===== config.mk =====
export PLATFORM = sky130hd
export DESIGN_NAME = pulse_window_counter_flat
export DESIGN_NICKNAME = d
export VERILOG_FILES = /design/src/rtl/pulse_window_if.sv /design/src/rtl/pulse_window_counter.sv /design/src/flat_wrapper.sv
export SDC_FILE = /design/constraint.sdc
export NUM_CORES = 1
export LEC_CHECK = 0
export ABC_AREA = 0
export BUFFER_PORTS_ARGS = -buffer_cell sky130_fd_sc_hd__clkbuf_2
export CAP_MARGIN = 15
export CORE_UTILIZATION = 25
export DETAILED_ROUTE_END_ITERATION = 12
export GPL_ROUTABILITY_DRIVEN = 0
export GPL_TIMING_DRIVEN = 0
export PLACE_DENSITY = 0.45
export RECOVER_POWER = 25
export SETUP_SLACK_MARGIN = 0.2
export SLEW_MARGIN = 20
export SYNTH_ARGS = -nofsm -noshare
export SYNTH_HDL_FRONTEND = slang
export SYNTH_SLANG_ARGS = --single-unit

===== constraint.sdc =====
create_clock -name clk -period 2.7 [get_ports clk]
set_clock_uncertainty 0.1 [all_clocks]
set_input_delay 0 -clock clk [delete_from_list [all_inputs] [get_ports clk]]
set_output_delay 0 -clock clk [all_outputs]
set_load 0.05 [all_outputs]

===== src/rtl/pulse_window_if.sv =====
// Result stream from the window counter to the stats/CSR collector.
// The counter drives the record and valid; the collector drives ready.
interface pulse_window_if #(
   parameter int CNT_W = 6
) ();
   logic             m_valid;
   logic             m_ready;
   logic [CNT_W-1:0] m_count;
   logic             m_sat;

   modport master (output m_valid, m_count, m_sat, input m_ready);
   modport slave  (input m_valid, m_count, m_sat, output m_ready);
endinterface


===== src/rtl/pulse_window_counter.sv =====
// Counts detector pulses over back-to-back programmable windows and queues
// {sat, count} per window into a small FIFO drained by valid/ready.
module pulse_window_counter #(
   parameter int WIN_W = 8,
   parameter int CNT_W = 6,
   parameter int DEPTH = 4
) (
   input  logic                       clk,
   input  logic                       rst_n,
   input  logic                       en,
   input  logic [WIN_W-1:0]           win_len,
   input  logic                       pulse_in,
   pulse_window_if.master             m,
   output logic [$clog2(DEPTH):0]     level,
   output logic                       ovf_sticky,
   input  logic                       clr_ovf
);
   localparam int AW = $clog2(DEPTH);
   localparam int LW = AW + 1;

   typedef enum logic {IDLE, RUN} state_t;

   state_t           state, state_n;
   logic [WIN_W-1:0] win_cnt, win_cnt_n, win_len_q, win_len_q_n;
   logic [CNT_W-1:0] ev_cnt, ev_cnt_n;
   logic             sat_q, sat_n;
   logic             push;
   logic [CNT_W:0]   push_rec;

   logic             first, last, at_max;
   logic [WIN_W-1:0] cnt_eff, len_eff;
   logic [CNT_W-1:0] ev_base, ev_new;
   logic             sat_base, sat_new;

   // Window cycle 0 is either entry from IDLE or the cycle after a window end;
   // in both cases counters restart and win_len is taken live.
   always_comb begin
      first    = (state == IDLE) || (win_cnt == '0);
      cnt_eff  = first ? '0 : win_cnt;
      len_eff  = first ? win_len : win_len_q;
      ev_base  = first ? '0 : ev_cnt;
      sat_base = first ? 1'b0 : sat_q;
      at_max   = &ev_base;
      ev_new   = ev_base + CNT_W'(pulse_in && !at_max);
      sat_new  = sat_base | (pulse_in & at_max);
      last     = (cnt_eff == len_eff);
   end

   always_comb begin
      state_n     = state;
      win_cnt_n   = win_cnt;
      win_len_q_n = win_len_q;
      ev_cnt_n    = ev_cnt;
      sat_n       = sat_q;
      push        = 1'b0;
      push_rec    = {sat_new, ev_new};
      if (!en) begin
         // Disable wins over a same-cycle window end: partial window dropped.
         state_n   = IDLE;
         win_cnt_n = '0;
         ev_cnt_n  = '0;
         sat_n     = 1'b0;
      end else begin
         state_n     = RUN;
         win_len_q_n = len_eff;
         if (last) begin
            push      = 1'b1;
            win_cnt_n = '0;
            ev_cnt_n  = '0;
            sat_n     = 1'b0;
         end else begin
            win_cnt_n = cnt_eff + WIN_W'(1);
            ev_cnt_n  = ev_new;
            sat_n     = sat_new;
         end
      end
   end

   always_ff @(posedge clk or negedge rst_n) begin
      if (!rst_n) begin
         state     <= IDLE;
         win_cnt   <= '0;
         win_len_q <= '0;
         ev_cnt    <= '0;
         sat_q     <= 1'b0;
      end else begin
         state     <= state_n;
         win_cnt   <= win_cnt_n;
         win_len_q <= win_len_q_n;
         ev_cnt    <= ev_cnt_n;
         sat_q     <= sat_n;
      end
   end

   logic [CNT_W:0]   mem [DEPTH];
   logic [AW-1:0]    wr_ptr, rd_ptr;
   logic             full, pop, push_ok, drop;

   always_comb begin
      full    = (level == LW'(DEPTH));
      pop     = m.m_valid & m.m_ready;
      push_ok = push & (!full | pop);
      drop    = push & full & !pop;
   end

   always_ff @(posedge clk) begin
      if (push_ok) mem[wr_ptr] <= push_rec;
   end

   always_ff @(posedge clk or negedge rst_n) begin
      if (!rst_n) begin
         wr_ptr     <= '0;
         rd_ptr     <= '0;
         level      <= '0;
         ovf_sticky <= 1'b0;
      end else begin
         if (push_ok) wr_ptr <= wr_ptr + AW'(1);
         if (pop)     rd_ptr <= rd_ptr + AW'(1);
         case ({push_ok, pop})
            2'b10:   level <= level + LW'(1);
            2'b01:   level <= level - LW'(1);
            default: level <= level;
         endcase
         if (drop)         ovf_sticky <= 1'b1;
         else if (clr_ovf) ovf_sticky <= 1'b0;
      end
   end

   always_comb begin
      m.m_valid = (level != '0);
      m.m_count = m.m_valid ? mem[rd_ptr][CNT_W-1:0] : '0;
      m.m_sat   = m.m_valid ? mem[rd_ptr][CNT_W] : 1'b0;
   end
endmodule


===== src/flat_wrapper.sv =====
// flat-port wrapper written by rule: the top's interface ports become plain ports
module pulse_window_counter_flat 
#(
   parameter int WIN_W = 8,
   parameter int CNT_W = 6,
   parameter int DEPTH = 4
)
  (clk, rst_n, en, win_len, pulse_in, level, ovf_sticky, clr_ovf, m_m_valid, m_m_count, m_m_sat, m_m_ready);
  pulse_window_if #(.CNT_W(CNT_W)) m_i ();
  input  logic clk;
  input  logic rst_n;
  input  logic en;
  input  logic [WIN_W-1:0] win_len;
  input  logic pulse_in;
  output logic [$clog2(DEPTH):0] level;
  output logic ovf_sticky;
  input  logic clr_ovf;
  output wire logic [$bits(m_i.m_valid)-1:0] m_m_valid;
  output wire logic [$bits(m_i.m_count)-1:0] m_m_count;
  output wire logic [$bits(m_i.m_sat)-1:0] m_m_sat;
  input wire logic [$bits(m_i.m_ready)-1:0] m_m_ready;
  assign m_m_valid = m_i.m_valid;
  assign m_m_count = m_i.m_count;
  assign m_m_sat = m_i.m_sat;
  assign m_i.m_ready = m_m_ready;
  pulse_window_counter #(.WIN_W(WIN_W), .CNT_W(CNT_W), .DEPTH(DEPTH)) u_core (.clk(clk), .rst_n(rst_n), .en(en), .win_len(win_len), .pulse_in(pulse_in), .m(m_i), .level(level), .ovf_sticky(ovf_sticky), .clr_ovf(clr_ovf));
endmodule

==> impl_metrics.ini <==
[global_routing]
grt.overflow.total = 0
grt_pass1_vias = 2127
grt_max_degree = 33
grt_use_total = 0.1096
grt_pass1_wl_um = 10460
antenna_found_initial = 0

[place]
place_inst = 403
dpl.hpwl_um = 4059
io_buffers = 25
dpl_cell_area_um2 = 3272

[clock_network]
cts_buffer_depth = 2
cts_sinks = 60
cts_tree = done
htree_levels = 3
clk_latency_ps = 320
cts_buffers = 9
root_buffer = clkbuf_16
clk_pin_slew_ps = 50

[power_and_ir_drop]
p_per_area_nw_per_um2 = 852.5
pwr-share-comb = 0.327
clockPowerShare = 0.351
power_frac_seq = 0.322
p_switching_mw = 1.205
swShare = 0.3494
p_int_mw = 2.244
irDropWorstVdd_mv = 0.5527
p_leak_nw = 1.561

[final_layout]
drive_gt1_frac = 0.3844
fin_nets = 324
syn2layout_area_growth_pct = 37.05
fin_cells = 450
stdcell_area_um2 = 4045
num_antenna_cells = 0
n_fill_cell = 1131

[logic_synthesis]
synth-seq-area-share = 0.5562
synth_cell_types = 47
syn_nets = 257
synthesis.instances = 235
synth_warnings = 0
avgSynthCellArea_um2 = 12.56
ys.flop_type = dfrtp_1
syn_area_um2 = 2952
synthArstFlopShare = 0.5333
synth-seq-cells = 60
synth-edff-count = 28

[timing]
hold_violations = 0
grt_setup_unrepaired = true
fin_crit_sh = 0.9835
fin_crit_ps = 2655
setup_viol = 0
relSlewSlack = -0.2483
fmax_ghz = 0.3766
drv_slew = 33
tightest_slew_ps = 1872
hold_slack_ps = 14.41

[floorplanning]
initial_core_util = 0.2574
rows = 39
core_area_um2 = 11470
die_area_um2 = 12240
io_pins = 26
die_w_um = 110.7
die_y_um = 110.7

[flow_run]
cap_violations = 1

[route]
drtPass1Iterations = 4
drt_wl_total_um = 6333
drtIter0Drc = 63
via_count = 2009
drc = 0
vias_per_cell = 4.464
drt-wirelength-per-cell_um = 14.07
antenna_left = 0

[critical_path]
critPathCaptureType = register
worstPathArrival_ps = 2620
cp_max_fo = 4
required_ps = 2660
criticalPathCategory = reg -> reg
start_kind = register

[hold_path]
hold_path.class = in -> reg

[outcome]
violations = max-capacitance violations, max-slew violations
status = finished with violations
worst max-delay path: stages, from the launching register on:
cell	delay, ps
dfrtp_1	380
or4_4	570
o21a_4	240
buf_4	130
buf_6	120
a21boi_4	160
ha_4	180
ha_4	170
nand3_4	100
xor2_4	190
nor2_4	70
cell usage after synthesis, drive strengths merged, types with 2 or more instances:
cell,number,area share
a21oi,4,0.011
mux2i,5,0.017
and3,5,0.011
mux2,9,0.036
clkbuf,4,0.0051
ha,7,0.030
nor2b,7,0.015
xnor2,7,0.021
o211ai,2,0.0068
nand3,12,0.022
mux4,7,0.053
xor2,12,0.036
nor2,22,0.031
and2,12,0.026
inv,10,0.013
or2,2,0.0042
buf,2,0.0038
edfxtp,28,0.28
nand2,14,0.019
o21ai,5,0.014
dfrtp,32,0.27
or4,4,0.013
nor3,12,0.027
path summary, 6_finish.rpt:
| kind | to | cells after the start | start | slack (ps) |
|---|---|---|---|---|
| min in group asynchronous | u_core.win_len_q[6] | 2 | rst_n | 660 |
| worst max register to register | u_core.mem[2][4] | 10 | u_core.win_cnt[7] | 40 |
| max in group asynchronous | u_core.win_cnt[5] | 2 | rst_n | 630 |
| worst max-delay path | u_core.mem[2][4] | 10 | u_core.win_cnt[7] | 40 |
| worst min register to register | u_core.ovf_sticky | 2 | u_core.ovf_sticky | 430 |
| worst min-delay path | u_core.level[2] | 4 | m_m_ready | 10 |
logic make-up after synthesis:
logic type | count (synthesis) | synth area share
adders and majority gates | 8 | 0.03646
muxes | 21 | 0.1060
DFF | 60 | 0.5562
AOI/OAI and AO/OA | 17 | 0.04791
and+or+nand+nor | 94 | 0.1755
buffers and inverters | 16 | 0.02162
xor gates and xnor gates | 19 | 0.05638
state kept, by name (all words and copies together), names as in the netlist:
register           count
u_core.state           1
u_core.mem            28
u_core.ev_cnt          6
u_core.ovf_sticky      1
u_core.level           3
u_core.wr_ptr          2
u_core.win_cnt         8
u_core.win_len_q       8
u_core.sat_q           1
u_core.rd_ptr          2
placed cells by master (no fill, tap or decap), drive strengths merged, types with 9 or more instances in the layout:
master        n
nand3        12
nand2        14
xor2         12
buf          19
nor3         12
edfxtp       28
mux2          9
nor2         22
dfrtp        32
clkbuf       40
inv          11
dlygate4sd3  13
and2         12
through the flow:
step	setup WS (ps)	setup TNS, ps	utilization	total power [mW]
floorplan	52.23	0	-	1.969
detailed placement	-139.0	-640.6	0.2853	2.206
global route	-33.44	-110.6	0.3528	3.633
global placement	-119.7	-540.2	0.2853	2.204
finish	44.58	0	0.3528	3.449
CTS	57.06	0	0.3403	3.465
layout make-up:
cell class | count | area (µm²) | area share
sequential | 60 | 1645 | 0.4067
multi-input combinational | 159 | 1444 | 0.3569
timing repair buffer | 56 | 390.4 | 0.09650
clock buffer | 10 | 229.0 | 0.05660
tap | 143 | 178.9 | 0.04423
clock inverter | 6 | 87.58 | 0.02165
inverter | 10 | 37.54 | 0.009279
buffer | 6 | 32.53 | 0.008042
timing repair:
action                                 CTS  global route
setup endpoints to repair               48            54
buffers inserted                        15             3
hold buffers                            13             0
pin swaps                               10            13
endpoints found under the hold margin   46             0
gates resized for setup                 20            23
routing by layer:
metal  share of wire  vias up  global-route usage
met4           0.015        0             0.04267
li1                -      976                   -
met3           0.030       10             0.03335
met1            0.46      989              0.1378
met5               0        -                   0
met2            0.50       34              0.1764
power by group through the flow:
stage               registers [mW]  logic (mW)  clock network [mW]
global route                  1.12        1.22                1.29
CTS                           1.11        1.12                1.24
finish                        1.11        1.13                1.21
detailed placement            1.13        1.08                   0
floorplan                     1.19       0.783                   0
global placement              1.13        1.07                   0
No activity file was read; power rests on OpenSTA's default activity.
